`src/rtl/add_sub_seq.sv`:
```
// Multi-cycle adder/subtractor: SLICE bits per clock, carry held in a register between slices.
// Valid/ready on both sides; result and flags are held from the final slice until accepted.
module add_sub_seq #(
    parameter int WIDTH = 16,
    parameter int SLICE = 4
) (
    input  logic             clk,
    input  logic             rst,
    input  logic             in_valid,
    output logic             in_ready,
    input  logic [WIDTH-1:0] a,
    input  logic [WIDTH-1:0] b,
    input  logic             add_sub_sel,
    output logic             out_valid,
    input  logic             out_ready,
    output logic [WIDTH-1:0] sum,
    output logic             carry,
    output logic             borrow,
    output logic             overflow,
    output logic             zero
);

    localparam int NSLICE = WIDTH / SLICE;
    localparam int CW     = (NSLICE > 1) ? $clog2(NSLICE) : 1;
    localparam logic [CW-1:0] LAST = CW'(NSLICE - 1);

    generate
        if (SLICE < 1 || SLICE > WIDTH || (WIDTH % SLICE) != 0) begin : g_cfg_err
            $error("add_sub_seq: WIDTH must be a non-zero multiple of SLICE");
        end
    endgenerate

    typedef enum logic [1:0] {IDLE, CALC, DONE} state_t;

    state_t            state_q, state_d;
    logic [CW-1:0]     cnt_q;
    logic              cry_q;
    logic              sel_q;
    logic [WIDTH-1:0]  a_q, b_q;
    logic              accept;
    logic [SLICE:0]    slice_res;
    logic [WIDTH-1:0]  sum_nx;
    int                idx;

    always_comb begin
        state_d   = state_q;
        in_ready  = 1'b0;
        out_valid = 1'b0;
        accept    = 1'b0;
        case (state_q)
            IDLE: begin
                in_ready = 1'b1;
                if (in_valid) begin
                    accept  = 1'b1;
                    state_d = CALC;
                end
            end
            CALC: begin
                if (cnt_q == LAST) state_d = DONE;
            end
            DONE: begin
                out_valid = 1'b1;
                if (out_ready) state_d = IDLE;
            end
            default: state_d = IDLE;
        endcase
    end

    // b_q already holds ~B when subtracting, so one adder serves both modes.
    always_comb begin
        idx       = int'(cnt_q) * SLICE;
        slice_res = {1'b0, a_q[idx +: SLICE]} + {1'b0, b_q[idx +: SLICE]} + (SLICE+1)'(cry_q);
        sum_nx    = sum;
        sum_nx[idx +: SLICE] = slice_res[SLICE-1:0];
    end

    always_ff @(posedge clk) begin
        if (rst) begin
            state_q  <= IDLE;
            cnt_q    <= '0;
            cry_q    <= 1'b0;
            sel_q    <= 1'b0;
            a_q      <= '0;
            b_q      <= '0;
            sum      <= '0;
            carry    <= 1'b0;
            borrow   <= 1'b0;
            overflow <= 1'b0;
            zero     <= 1'b0;
        end else begin
            state_q <= state_d;
            if (accept) begin
                a_q   <= a;
                b_q   <= b ^ {WIDTH{add_sub_sel}};
                sel_q <= add_sub_sel;
                cry_q <= add_sub_sel;
                cnt_q <= '0;
            end
            if (state_q == CALC) begin
                sum   <= sum_nx;
                cry_q <= slice_res[SLICE];
                cnt_q <= cnt_q + 1'b1;
                if (cnt_q == LAST) begin
                    carry    <= slice_res[SLICE] & ~sel_q;
                    borrow   <= ~slice_res[SLICE] & sel_q;
                    overflow <= (a_q[WIDTH-1] == b_q[WIDTH-1]) && (sum_nx[WIDTH-1] != a_q[WIDTH-1]);
                    zero     <= ~|sum_nx;
                end
            end
        end
    end

endmodule

```
`config.mk`:
```
export PLATFORM = sky130hd
export DESIGN_NAME = add_sub_seq
export DESIGN_NICKNAME = d
export VERILOG_FILES = /design/src/rtl/add_sub_seq.sv
export SDC_FILE = /design/constraint.sdc
export NUM_CORES = 1
export LEC_CHECK = 0
export ABC_AREA = 0
export BUFFER_PORTS_ARGS = -buffer_cell sky130_fd_sc_hd__buf_4
export CAP_MARGIN = 20
export CORE_ASPECT_RATIO = 0.6
export CORE_MARGIN = 4
export CORE_UTILIZATION = 47
export CTS_CLUSTER_DIAMETER = 150
export DETAILED_ROUTE_END_ITERATION = 10
export PLACE_DENSITY = 0.7
export SYNTH_ARGS = -nofsm -noshare
export SYNTH_HDL_FRONTEND = slang
export SYNTH_SLANG_ARGS = --single-unit
```
`constraint.sdc`:
```
create_clock -name clk -period 4.7 [get_ports clk]
set_input_delay 0.47 -clock clk [delete_from_list [all_inputs] [get_ports clk]]
set_output_delay 0.47 -clock clk [all_outputs]
set_load 0.05 [all_outputs]
```
# Word-level counts from Yosys, hierarchy flattened

Index checks and enable logic that the tools add are counted.

$add $sub $neg: 4
Multipliers: 0
Divide/modulo/power cells: 0
Magnitude comparators: 0
Equal/unequal tests: 8
Shift-type cells: 4
Mux-type cells: 13
Bitwise operators: 5
Reductions and logical operators: 7

Operators by type and width:

| kind                    | count |
|---|---|
| $neg 4->33              | 1 |
| $shift 4x33->16 const A | 1 |
| $shiftx 4x33->16        | 1 |
| $shiftx 16x5->4         | 2 |
| $bwmux 16               | 1 |
| $reduce_or 16->1        | 1 |
| $xor 16x16->16          | 1 |
| $mux 2                  | 5 |
| $mux 1                  | 6 |
| $pmux 2 s3              | 1 |
| $add 4x4->5             | 1 |
| $add 5x1->5             | 1 |
| $eq 2x2->1 const B      | 2 |
| $ne 2x2->1 const B      | 2 |
| $reduce_and 3->1        | 1 |
| $add 2x1->2 const B     | 1 |
| $and 1x1->1             | 2 |
| $eq 2x1->1 const B      | 1 |
| $logic_not 2->1         | 1 |
| $ne 2x1->1 const B      | 1 |
| $not 1->1               | 2 |
| $reduce_and 2->1        | 1 |
| $reduce_bool 2->1       | 1 |
| $eq 1x1->1              | 1 |
| other kinds (3)         | 3 |

Flip-flop bits (word level): 58
Latch bits: 0
Bits in writable memories: 0
Memory bits (read-only): 0
Bits of input ports: 37
Output and inout port bits: 22
Logic and storage cells: 52
Memories kept: 0

# Logic depth before layout (Yosys ltp)

Gate-level depths: netlist of run 1.

Word-level depth: 7
Gate-level depth with buffers: 10
Depth with buffers taken out: 9

# Worst setup path after synthesis of run 1

Ideal clock, no wire load.

Path type: reg2reg
Start: reg cnt_q[0]
End: reg zero
Library setup time: 0.116 ns
Data arrival time: 2.754 ns
Data required time: 4.584 ns
Slack: 1.830 ns
Cell stages (with the launch flop): 11
Path buffers: 1
Period minus slack after synthesis: 2.870 ns
Cells stage by stage: dfxtp_1 > buf_4 > mux4_2 > fa_1 > inv_1 > fa_1 > inv_1 > o21ai_0 > nor3_1 > a311oi_1 > a41o_1

Longest elaborated chain between the ends: 7
Elaborated cells between the ends (all ways): 12
Those cells by class: add/sub (3); eq/ne (1); shift (4); mux (1); reduce/logical (3)

Ends and longest elaborated chain:

| element                  | RTL line | source |
|---|---|---|
| start: declaration       | 36       | `logic [CW-1:0] cnt_q;` |
| start signal: assignment | 102      | `cnt_q <= cnt_q + 1'b1;` |
| $shiftx 16x5->4          | 72       | `slice_res = {1'b0, a_q[idx +: SLICE]} + {1'b0, b_q[idx +: SLICE]} + (SLICE+1)'(cry_q);` |
| $add 4x4->5              | 72       |  |
| $add 5x1->5              | 72       |  |
| $shiftx 4x33->16         | 74       | `sum_nx[idx +: SLICE] = slice_res[SLICE-1:0];` |
| $bwmux 16                | 74       |  |
| $reduce_or 16->1         | 107      | `zero <= ~\|sum_nx;` |
| $logic_not 1->1          | 107      |  |
| end signal: assignment   | 107      |  |
| end: declaration         | 20       | `output logic zero` |

Several ways; a longest one is shown, not always the timed one.
A chain may end at the register's enable or synchronous reset.

# Worst setup path in the final report of run 1

Same ends and word-level chain as after synthesis.

==> impl_metrics.py, run 1 <==
metrics = {
    "status": {
        "outcome": "finished clean",
    },
    "yosys": {
        "synth_seq_area_share_pct": 40.9,
        "postSynthCellCount": 318,
        "synth.net_count": 366,
        "synth.distinct_cells": 43,
        "synth_top_flop_cell": "sky130_fd_sc_hd__dfxtp_1",
        "postSynthRegisterBits": 58,
        "synthTopCellsByCount": "58 x sky130_fd_sc_hd__dfxtp_1, 46 x sky130_fd_sc_hd__nand2_1, 38 x sky130_fd_sc_hd__nor2_1, 31 x sky130_fd_sc_hd__a21oi_1, 17 x sky130_fd_sc_hd__xnor2_1",
        "synthMostInstantiatedCell": "sky130_fd_sc_hd__dfxtp_1",
        "synth.yosys.warnings": 0,
        "ys_top_cells_by_area": "sky130_fd_sc_hd__dfxtp_1 41%, sky130_fd_sc_hd__mux4_2 6.3%, sky130_fd_sc_hd__nand2_1 6.1%",
        "share_of_flip_flops_with_an_asynchronous_set_or_reset_after_synthesis_pct": 0,
        "syn-cell-area_sq_um": 2840,
        "synth_edf_count": 0,
        "synth_area_leader_cell": "sky130_fd_sc_hd__dfxtp_1",
        "netlist.area_leader.share_pct": 40.9,
        "avgSynthCellArea_sq_um": 8.93,
    },
    "cts": {
        "hold_buffers": 0,
        "ctsRootBufferMaster": "sky130_fd_sc_hd__clkbuf_8",
        "htree_num_levels": 3,
        "clock_tree_from_tritoncts": "built",
        "insertion_delay_ns": 0.33,
        "clockBufferDepth": 2,
        "post_cts_buffers": 0,
        "cts_inserted_buffers": 9,
        "post_cts_resize_count": 0,
        "clock-sinks": 58,
        "clock_transition_at_the_registers_of_the_reported_paths_ns": 0.06,
    },
    "power": {
        "power_switching_share_pct": 28.7,
        "power.density_cell_area_nw_per_um2": 329,
        "switchingPower_w": 0.000327,
        "power.share.sequential_pct": 47.4,
        "vdd_drop_max_uv": 172,
        "share_clk_of_total_power_pct": 34.0,
        "static-leakage-power_nw": 1.38,
        "p_comb_share_pct": 18.6,
        "intPower_w": 0.000811,
    },
    "critical_path": {
        "startpoint_type": "register",
        "worst_path_dominant_cell_family": "adder cells",
        "worst-setup-path-type": "reg -> reg",
        "critPathMaxFanout": 15,
        "crit_path_top_delay_cell": "sky130_fd_sc_hd__mux4_2",
        "arrival_ns": 3.29,
        "crit_buf_inv": 3,
        "timing.critical_path.slowest_cell_delay_ns": 0.54,
        "critical_path_required_ns": 4.92,
        "crit_chain": "buf_4 -> mux4_2 -> fa_1 -> inv_1 -> fa_1 -> inv_1 -> o21ai_0 -> nor3_1 -> a311oi_1 -> a41o_1",
        "end_kind": "register",
    },
    "routing": {
        "wire_length_per_cell_um": 14.6,
        "vias": 2443,
        "detail_route.drc_violations": 0,
        "wl_mm": 6.61,
        "drt_first_iter_violations": 166,
        "ant_nets": 0,
        "avgViaCountPerCell": 5.38,
        "drtPass1Iterations": 5,
    },
    "global_route": {
        "grt_pass1_vias": 2258,
        "grt_max_degree": 60,
        "globalRouteOverflowTotal": 0,
        "grt_pass1_wl_mm": 11.3,
        "grtUsageTotal_pct": 19.9,
        "grt_antenna_before_repair": 0,
    },
    "sta": {
        "fin_tns_setup_ns": 0,
        "final_hold_viol_count": 0,
        "unrepaired_setup_endpoints_after_global_routing": "no",
        "fin_skew_ns": 0.00613,
        "post-route-period-util_pct": 65.3,
        "hold_ws_ns": 0.381,
        "max_transition_viols_final": 0,
        "worst-slew-pin-transition_ns": 0.681,
        "timing.fmax_mhz": 326,
        "finalSetupViolCount": 0,
        "fin_crit_ns": 3.07,
        "remaining_max_slew_budget_at_the_tightest_pin_pct": 54.5,
    },
    "cells_and_area": {
        "finalCoreUtilization_pct": 60.6,
        "areaGrowthSynthToFinish_pct": 21.7,
        "fin_nets": 417,
        "multi_input_area_sq_um": 1550,
        "antenna-diode-count": 0,
        "regArea_sq_um": 1160,
        "layout.cell_area.non_filler_sq_um": 3450,
        "drive_above_1_share_pct": 23.5,
        "fill_cells": 521,
    },
    "floorplan": {
        "ios": 59,
        "start_util_pct": 49.8,
        "fp-row-count": 21,
        "die_area_sq_um": 7390,
        "core_area_sq_um": 5700,
        "die_width_um": 108,
        "chipHeight_um": 68.2,
    },
    "min_path": {
        "hold_class": "in -> reg",
    },
    "placed_design": {
        "placed_cell_area_sq_um": 3290,
        "numPortBuffers": 58,
        "dp.final_hpwl_mm": 4.59,
        "gpl.final_weighted_congestion": 0.874,
    },
    "flow_run": {
        "cap_viol_max_count": 0,
    },
}
## layer usage
| layer | wire length (um) | GRT usage (%) | vias to the layer above |
|---|---|---|---|
| met5 | 0 | 0 | - |
| met4 | 55 | 6.30 | 0 |
| met3 | 524 | 6.22 | 9 |
| met2 | 2670 | 26.3 | 102 |
| met1 | 3360 | 30.2 | 1108 |
| li1 | - | - | 1224 |
## path summary, 6_finish.rpt
kind,startpoint,end,slack (ns),cells past startpoint
min,a[7],a_q[7]$_SDFFE_PP0P_,0.38,3
max,cnt_q[0]$_SDFFE_PP0P_,zero$_SDFFE_PP0P_,1.63,10
min reg2reg,a_q[2]$_SDFFE_PP0P_,a_q[2]$_SDFFE_PP0P_,0.45,2
max reg2reg,cnt_q[0]$_SDFFE_PP0P_,zero$_SDFFE_PP0P_,1.63,10
## worst min-delay path: stages
cell	delay, ns
sky130_fd_sc_hd__buf_4	0.11
sky130_fd_sc_hd__nand2_1	0.04
sky130_fd_sc_hd__a21oi_1	0.05
## sequential cells by signal, indices dropped and copies added (netlist names)
name / cells
a_q: 16
b_q: 16
sum: 16
cnt_q: 2
state_q: 2
borrow: 1
carry: 1
cry_q: 1
overflow: 1
sel_q: 1
zero: 1
## placed cells by master (no fill, tap or decap), types with 4 or more instances in the layout
master and instances:
sky130_fd_sc_hd__clkbuf_8 10, sky130_fd_sc_hd__ha_1 9, sky130_fd_sc_hd__nand2b_1 7, sky130_fd_sc_hd__nor3_1 5
sky130_fd_sc_hd__nor2_1 38, sky130_fd_sc_hd__nand3_1 4, sky130_fd_sc_hd__nand2_1 46, sky130_fd_sc_hd__inv_1 7
sky130_fd_sc_hd__dfxtp_1 58, sky130_fd_sc_hd__a211oi_1 16, sky130_fd_sc_hd__a22oi_1 13, sky130_fd_sc_hd__a21oi_1 31
sky130_fd_sc_hd__buf_4 60, sky130_fd_sc_hd__mux4_2 8, sky130_fd_sc_hd__xnor2_1 17
## area by class of cell
| cell class | instances | share of cell area [%] |
|---|---|---|
| clock inverters | 3 | 0.435 |
| multi-input cells | 232 | 44.8 |
| repair buffers | 60 | 13.0 |
| flip-flops and latches | 58 | 33.6 |
| well taps | 80 | 2.90 |
| clock buffers | 13 | 4.31 |
| inverters | 8 | 0.869 |
## metrics by stage
stage,setup WS [ns],power [W],instances
floorplan,1.83,0.000695,318
global placement,1.73,0.000755,438
detailed placement,1.65,0.000758,438
CTS,1.64,0.00114,454
global route,1.44,0.00119,454
finish,1.63,0.00114,454
## power groups by stage
stage                     combinational, W  clock (W)  sequential [W]
after floorplan                   0.000145          0        0.000549
after global placement            0.000206          0        0.000549
after detailed placement          0.000209          0        0.000549
after CTS                         0.000211   0.000394        0.000539
after global routing              0.000235   0.000417        0.000542
final                             0.000211   0.000387        0.000539
## cell families after synthesis
group	Yosys count	share of synthesized area (%)
AO/OA/AOI/OAI	75	17.9
AND/OR/NAND/NOR	120	19.1
adder cells (fa/ha/maj)	11	5.38
flip-flops	58	40.9
XOR/XNOR	18	5.82
buffers and inverters	28	4.54
multiplexers	8	6.35
Note: power is estimated with default switching activity, not from simulation.
==> inputs of run 2 (changes only) <==
ABC_AREA = 1   (was 0)
PLACE_DENSITY = 0.72   (was 0.7)
clock period = 2.7 ns   (was 4.7 ns; I/O delays follow)
==> run 2 against run 1 <==
Compared with the run above: design area rose by 11%; worst hold slack worse by 0.22 ns; sequential cell count is the same; first-iteration DRC count is 65% higher; non-clock buffer count grew 9; critical path type unchanged; highest routed layer unchanged.
==> impl_metrics.py, run 2 <==
metrics = {
    "cts": {
        "ctsRootBufferMaster": "sky130_fd_sc_hd__clkbuf_8",
        "hold_buffers": 0,
        "htree_num_levels": 3,
        "clock_transition_at_the_registers_of_the_reported_paths_ns": 0.07,
        "clock-sinks": 58,
        "cts_inserted_buffers": 9,
        "clockBufferDepth": 2,
        "clock_tree_from_tritoncts": "built",
        "insertion_delay_ns": 0.35,
    },
    "global_route": {
        "globalRouteOverflowTotal": 0,
        "grt_pass1_vias": 2736,
        "grtUsageTotal_pct": 21.1,
        "grt_max_degree": 36,
        "grt_antenna_before_repair": 0,
        "grt_pass1_wl_mm": 13.3,
    },
    "floorplan": {
        "chipHeight_um": 70.5,
        "die_width_um": 112,
        "ios": 59,
        "core_area_sq_um": 6220,
        "start_util_pct": 49.1,
        "fp-row-count": 22,
        "die_area_sq_um": 7900,
    },
    "cells_and_area": {
        "finalCoreUtilization_pct": 61.8,
        "drive_above_1_share_pct": 23.2,
        "fill_cells": 582,
        "layout_common_cells": "86 x sky130_fd_sc_hd__nor2_1, 68 x sky130_fd_sc_hd__buf_4, 62 x sky130_fd_sc_hd__nand2_1",
        "mostFrequentLayoutCell": "sky130_fd_sc_hd__nor2_1",
        "layoutNonFillerInstCount": 576,
        "antenna-diode-count": 0,
        "largestRegisters": "a_q (16), b_q (16), sum (16)",
        "areaGrowthSynthToFinish_pct": 25.9,
        "fin_nets": 535,
    },
    "placed_design": {
        "gpl.final_weighted_congestion": 0.967,
        "dpl_worst_slack_ns": 0.0127,
        "dp.final_hpwl_mm": 5.97,
        "placedCellCount": 558,
        "numPortBuffers": 58,
    },
    "routing": {
        "vias": 3043,
        "avgViaCountPerCell": 5.28,
        "ant_nets": 0,
        "wire_length_per_cell_um": 14.1,
        "drt_first_iter_violations": 274,
        "wl_mm": 8.13,
        "drtPass1Iterations": 5,
        "detail_route.drc_violations": 0,
    },
    "critical_path": {
        "end_kind": "register",
        "crit_chain": "buf_6 -> o21ai_2 -> o22ai_2 -> fa_2 -> inv_2 -> fa_2 -> nor2_4 -> nand2_2 -> nor2_2 -> nor2_2 -> nand2_1 -> nor2_1 -> nand3_1 -> nor2_1 -> nand3_1 -> a21oi_2",
        "startpoint_type": "register",
        "arrival_ns": 2.90,
        "critical_path_required_ns": 2.99,
        "worst_path_dominant_cell_family": "adder cells",
        "critPathMaxFanout": 7,
        "crit_path_top_delay_cell": "sky130_fd_sc_hd__fa_2",
        "timing.critical_path.slowest_cell_delay_ns": 0.57,
        "worst-setup-path-type": "reg -> reg",
        "crit_buf_inv": 2,
    },
    "sta": {
        "final.setup.worst_slack_ns": 0.0863,
        "post-route-period-util_pct": 96.8,
        "finalSetupViolCount": 0,
        "remaining_max_slew_budget_at_the_tightest_pin_pct": 38.6,
        "fin_skew_ns": 0.0110,
        "timing.fmax_mhz": 383,
        "max_transition_viols_final": 0,
        "fin_crit_ns": 2.61,
        "final_hold_viol_count": 0,
        "hold_ws_ns": 0.166,
        "worst-slew-pin-transition_ns": 0.921,
    },
    "yosys": {
        "postSynthRegisterBits": 58,
        "syn-cell-area_sq_um": 3060,
        "synth_edf_count": 0,
        "synthTopCellsByCount": "89 x sky130_fd_sc_hd__nor2_1, 63 x sky130_fd_sc_hd__nand2_1, 58 x sky130_fd_sc_hd__dfxtp_1, 47 x sky130_fd_sc_hd__inv_1, 34 x sky130_fd_sc_hd__o21ai_0",
        "ys_top_cells_by_area": "sky130_fd_sc_hd__dfxtp_1 38%, sky130_fd_sc_hd__nor2_1 11%, sky130_fd_sc_hd__nand2_1 7.7%",
        "synth_top_flop_cell": "sky130_fd_sc_hd__dfxtp_1",
        "avgSynthCellArea_sq_um": 7.11,
        "synth_seq_area_share_pct": 38.0,
        "netlist.area_leader.share_pct": 38.0,
        "synth.distinct_cells": 33,
        "synthMostInstantiatedCell": "sky130_fd_sc_hd__nor2_1",
        "synth_area_leader_cell": "sky130_fd_sc_hd__dfxtp_1",
        "synth.yosys.warnings": 0,
        "postSynthCellCount": 430,
        "synth.net_count": 478,
        "share_of_flip_flops_with_an_asynchronous_set_or_reset_after_synthesis_pct": 0,
    },
    "power": {
        "switchingPower_w": 0.000835,
        "share_clk_of_total_power_pct": 33.0,
        "static-leakage-power_nw": 1.80,
        "power_switching_share_pct": 33.4,
        "post-layout-total-power_w": 0.00250,
        "power.density_cell_area_nw_per_um2": 649,
        "power.share.sequential_pct": 39.5,
        "vdd_drop_max_uv": 296,
        "p_comb_share_pct": 27.5,
        "intPower_w": 0.00166,
    },
    "flow_run": {
        "cap_viol_max_count": 0,
    },
    "status": {
        "outcome": "finished clean",
    },
    "min_path": {
        "hold_class": "in -> reg",
    },
}
run 2: changes by cell type in the layout (fill, tap and decap cells not counted), sizes merged, moves of 13 or more:
cell	previous run	this run
inv	8	50
o211ai	0	13
a21oi	32	15
nand2	47	66
nor2	38	92
o21ai	2	35
run 2: worst reg2reg max path: stages (launching register included):
cell and delay (ns):
sky130_fd_sc_hd__dfxtp_4 0.39, sky130_fd_sc_hd__buf_6 0.13, sky130_fd_sc_hd__o21ai_2 0.06, sky130_fd_sc_hd__o22ai_2 0.21
sky130_fd_sc_hd__fa_2 0.25, sky130_fd_sc_hd__inv_2 0.05, sky130_fd_sc_hd__fa_2 0.57, sky130_fd_sc_hd__nor2_4 0.05
sky130_fd_sc_hd__nand2_2 0.09, sky130_fd_sc_hd__nor2_2 0.05, sky130_fd_sc_hd__nor2_2 0.11, sky130_fd_sc_hd__nand2_1 0.06
sky130_fd_sc_hd__nor2_1 0.09, sky130_fd_sc_hd__nand3_1 0.07, sky130_fd_sc_hd__nor2_1 0.14, sky130_fd_sc_hd__nand3_1 0.10
sky130_fd_sc_hd__a21oi_2 0.14
run 2: worst paths after layout:
| path | start | end | slack, ns | depth (start not counted) |
|---|---|---|---|---|
| setup / recovery | cnt_q[0]$_SDFFE_PP0P_ | zero$_SDFFE_PP0P_ | 0.09 | 16 |
| hold / removal | out_ready | state_q[1]$_SDFFE_PP0P_ | 0.17 | 4 |
| setup reg to reg | cnt_q[0]$_SDFFE_PP0P_ | zero$_SDFFE_PP0P_ | 0.09 | 16 |
| hold reg to reg | sel_q$_SDFFE_PP0P_ | borrow$_SDFFE_PP0P_ | 0.49 | 2 |
run 2: through the flow:
step                instance area [sq um]  setup TNS [ns]
floorplan                            3070               0
finish                               3850               0
global route                         3850         -0.0141
detailed placement                   3560               0
global placement                     3560               0
CTS                                  3770               0
run 2: timing repair:
action                                  CTS  global route
buffers inserted                          0             2
resized for setup                         2            20
pin swaps                                 0            12
endpoints found under the setup margin    1             3
run 2: logic make-up (layout without fill, tap and decap cells):
group	Yosys count	in the layout	synth area share, %
xor gates and xnor gates	16	16	4.58
DFF	58	58	38.0
and+or+nand+nor	178	178	23.8
buffers and inverters	73	135	9.62
AOI/OAI and AO/OA	94	94	19.0
adders and majority gates	11	11	4.99
run 2: power groups by stage:
stage / Sequential, W / Clock, W / Combinational [W]
final: 0.000986 / 0.000824 / 0.000688
after global routing: 0.000993 / 0.000878 / 0.000763
after CTS: 0.000983 / 0.000842 / 0.000653
after detailed placement: 0.00100 / 0 / 0.000648
after global placement: 0.000999 / 0 / 0.000638
after floorplan: 0.00106 / 0 / 0.000400
run 2: per-layer routing:
metal	up-vias	routed length [um]	global-route usage (%)
met5	-	0	0
met4	0	120	7.87
met3	15	708	5.80
met2	120	3150	28.4
met1	1406	4150	31.6
li1	1502	-	-
run 2: final cells by class:
cell class | count | area, sq um | share of cell area [%]
tap | 84 | 105 | 2.73
sequential | 58 | 1170 | 30.3
timing repair buffer | 69 | 522 | 13.6
inverter | 50 | 193 | 5.01
clock inverter | 4 | 50.0 | 1.30
clock buffer | 12 | 155 | 4.03
multi-input combinational | 299 | 1660 | 43.1
==> inputs of run 3 (changes only) <==
--- a/config.mk
+++ b/config.mk
@@ -15,3 +15,3 @@
 export DETAILED_ROUTE_END_ITERATION = 10
-export PLACE_DENSITY = 0.72
+export PLACE_DENSITY = 0.73
 export SYNTH_ARGS = -nofsm -noshare
==> constraint.sdc (replaced) <==
create_clock -name clk -period 2.7 [get_ports clk]
set_input_delay 0.54 -clock clk [delete_from_list [all_inputs] [get_ports clk]]
set_output_delay 0.54 -clock clk [all_outputs]
set_load 0.05 [all_outputs]
==> run 3 against run 2 <==
Compared with the run above: final cell count increased by 0.69%; clock skew increased by 0.0010 ns; sequential share of layout area decreased by 0.73 points; highest routed layer unchanged; largest cell class unchanged; critical endpoint unchanged.
==> impl_metrics.py, run 3 (same netlist as run 2, synthesis figures left out) <==
metrics = {
    "status": {
        "outcome": "finished clean",
    },
    "cells_and_area": {
        "layout.cell_area.non_filler_sq_um": 3950,
        "areaGrowthSynthToFinish_pct": 29.3,
        "fin_nets": 539,
        "antenna-diode-count": 0,
        "fill_cells": 561,
        "mostFrequentLayoutCell": "sky130_fd_sc_hd__nor2_1",
        "largestRegisters": "a_q (16), b_q (16), sum (16)",
        "drive_above_1_share_pct": 24.8,
        "layoutNonFillerInstCount": 580,
        "layout_common_cells": "84 x sky130_fd_sc_hd__nor2_1, 69 x sky130_fd_sc_hd__buf_4, 62 x sky130_fd_sc_hd__nand2_1",
    },
    "routing": {
        "ant_nets": 0,
        "vias": 2944,
        "drtPass1Iterations": 4,
        "wl_mm": 8.21,
        "drt_first_iter_violations": 266,
        "avgViaCountPerCell": 5.08,
        "wire_length_per_cell_um": 14.1,
        "detail_route.drc_violations": 0,
    },
    "placed_design": {
        "dp.final_hpwl_mm": 5.99,
        "gpl.final_weighted_congestion": 0.967,
        "numPortBuffers": 58,
        "placed_cell_area_sq_um": 3560,
        "dpl_worst_slack_ns": 0.000657,
        "placedCellCount": 558,
    },
    "sta": {
        "fin_skew_ns": 0.0120,
        "timing.fmax_mhz": 376,
        "unrepaired_setup_endpoints_after_global_routing": "yes",
        "hold_ws_ns": 0.449,
        "remaining_max_slew_budget_at_the_tightest_pin_pct": 40.1,
        "final.setup.worst_slack_ns": 0.0419,
        "max_transition_viols_final": 0,
        "fin_crit_ns": 2.66,
        "finalSetupViolCount": 0,
        "final_hold_viol_count": 0,
        "worst-slew-pin-transition_ns": 0.897,
        "post-route-period-util_pct": 98.4,
    },
    "global_route": {
        "grt_pass1_wl_mm": 13.7,
        "globalRouteOverflowTotal": 0,
        "grt_pass1_vias": 2782,
        "grt_antenna_before_repair": 0,
        "grtUsageTotal_pct": 21.7,
        "grt_max_degree": 34,
    },
    "min_path": {
        "worstHoldStart": "a[3]",
        "hold_class": "in -> reg",
        "timing.hold.worst_path_depth": 3,
    },
    "flow_run": {
        "cap_viol_max_count": 0,
    },
    "floorplan": {
        "fp-row-count": 22,
        "die_width_um": 112,
        "core_area_sq_um": 6220,
        "chipHeight_um": 70.5,
        "ios": 59,
        "start_util_pct": 49.1,
        "die_area_sq_um": 7900,
    },
    "cts": {
        "clock_tree_from_tritoncts": "built",
        "clock-sinks": 58,
        "clock_transition_at_the_registers_of_the_reported_paths_ns": 0.07,
        "htree_num_levels": 3,
        "hold_buffers": 0,
        "clockBufferDepth": 2,
        "insertion_delay_ns": 0.35,
        "ctsRootBufferMaster": "sky130_fd_sc_hd__clkbuf_8",
        "cts_inserted_buffers": 9,
    },
    "power": {
        "power.density_cell_area_nw_per_um2": 684,
        "vdd_drop_max_uv": 337,
        "static-leakage-power_nw": 1.85,
    },
    "critical_path": {
        "end_kind": "register",
        "timing.critical_path.from": "cnt_q[0]$_SDFFE_PP0P_",
        "regToRegSetupSlack_ns": 0.04,
        "critical_path_required_ns": 2.98,
        "worst_r2r_path_depth": 16,
        "arrival_ns": 2.94,
        "startpoint_type": "register",
        "critPathMaxFanout": 5,
        "worst-setup-path-type": "reg -> reg",
        "reg2reg_from": "cnt_q[0]$_SDFFE_PP0P_",
    },
}
[run 3: worst paths after layout]
kind / end
setup / recovery: zero$_SDFFE_PP0P_
hold / removal: a_q[3]$_SDFFE_PP0P_
setup reg to reg: zero$_SDFFE_PP0P_
hold reg to reg: sel_q$_SDFFE_PP0P_
[run 3: through the flow]
stage | total power, W | utilization (%) | setup TNS (ns)
6_report | 0.00270 | 63.5 | 0
5_1_grt | 0.00283 | 63.5 | -0.0710
3_5_place_dp | 0.00165 | 57.2 | 0
2_1_floorplan | 0.00146 | - | 0
3_3_place_gp | 0.00164 | 57.2 | 0
4_1_cts | 0.00266 | 61.3 | 0
[run 3: cell type report]
type                       instances  area (sq um)  area share (%)
sequential                        58          1170            29.6
clock inverter                     5           100            2.53
tap                               84           105            2.66
multi-input combinational        299          1670            42.3
timing repair buffer              73           563            14.2
inverter                          50           193            4.88
clock buffer                      11           151            3.83
[run 3: report_power, final]
part / leakage [nW] / switching (W) / total, W / internal (W)
combinational: 1.24 / 0.000433 / 0.000704 / 0.000271
sequential: 0.480 / 0.0000585 / 0.000986 / 0.000928
clock: 0.129 / 0.000353 / 0.00101 / 0.000660
[run 3: critical path, cell delays in order, from the launching register on]
cell and delay, ns:
sky130_fd_sc_hd__dfxtp_4 0.40, sky130_fd_sc_hd__buf_6 0.12, sky130_fd_sc_hd__o21ai_2 0.05, sky130_fd_sc_hd__o22ai_2 0.20, sky130_fd_sc_hd__fa_2 0.25, sky130_fd_sc_hd__inv_2 0.05, sky130_fd_sc_hd__fa_2 0.57, sky130_fd_sc_hd__nor2_4 0.05
sky130_fd_sc_hd__nand2_2 0.10, sky130_fd_sc_hd__nor2_2 0.05, sky130_fd_sc_hd__nor2_2 0.13, sky130_fd_sc_hd__nand2_1 0.06, sky130_fd_sc_hd__nor2_1 0.08, sky130_fd_sc_hd__nand3_1 0.10, sky130_fd_sc_hd__nor2_2 0.13, sky130_fd_sc_hd__nand3_1 0.09
sky130_fd_sc_hd__a21oi_2 0.15
[run 3: what timing repair did]
action | CTS | global route
resized for setup | 2 | 31
endpoints found under the setup margin | 1 | 1
pin swaps | 0 | 14
gates cloned | 0 | 0
buffers inserted | 0 | 6
[run 3: layer usage]
layer  vias up  global-route usage [%]  share of wire, %
li1       1517                       -                 -
met1      1318                    33.6                52
met2       104                    27.5                38
met3         5                    7.10               8.9
met4         0                    6.67              0.78
met5         -                       0                 0
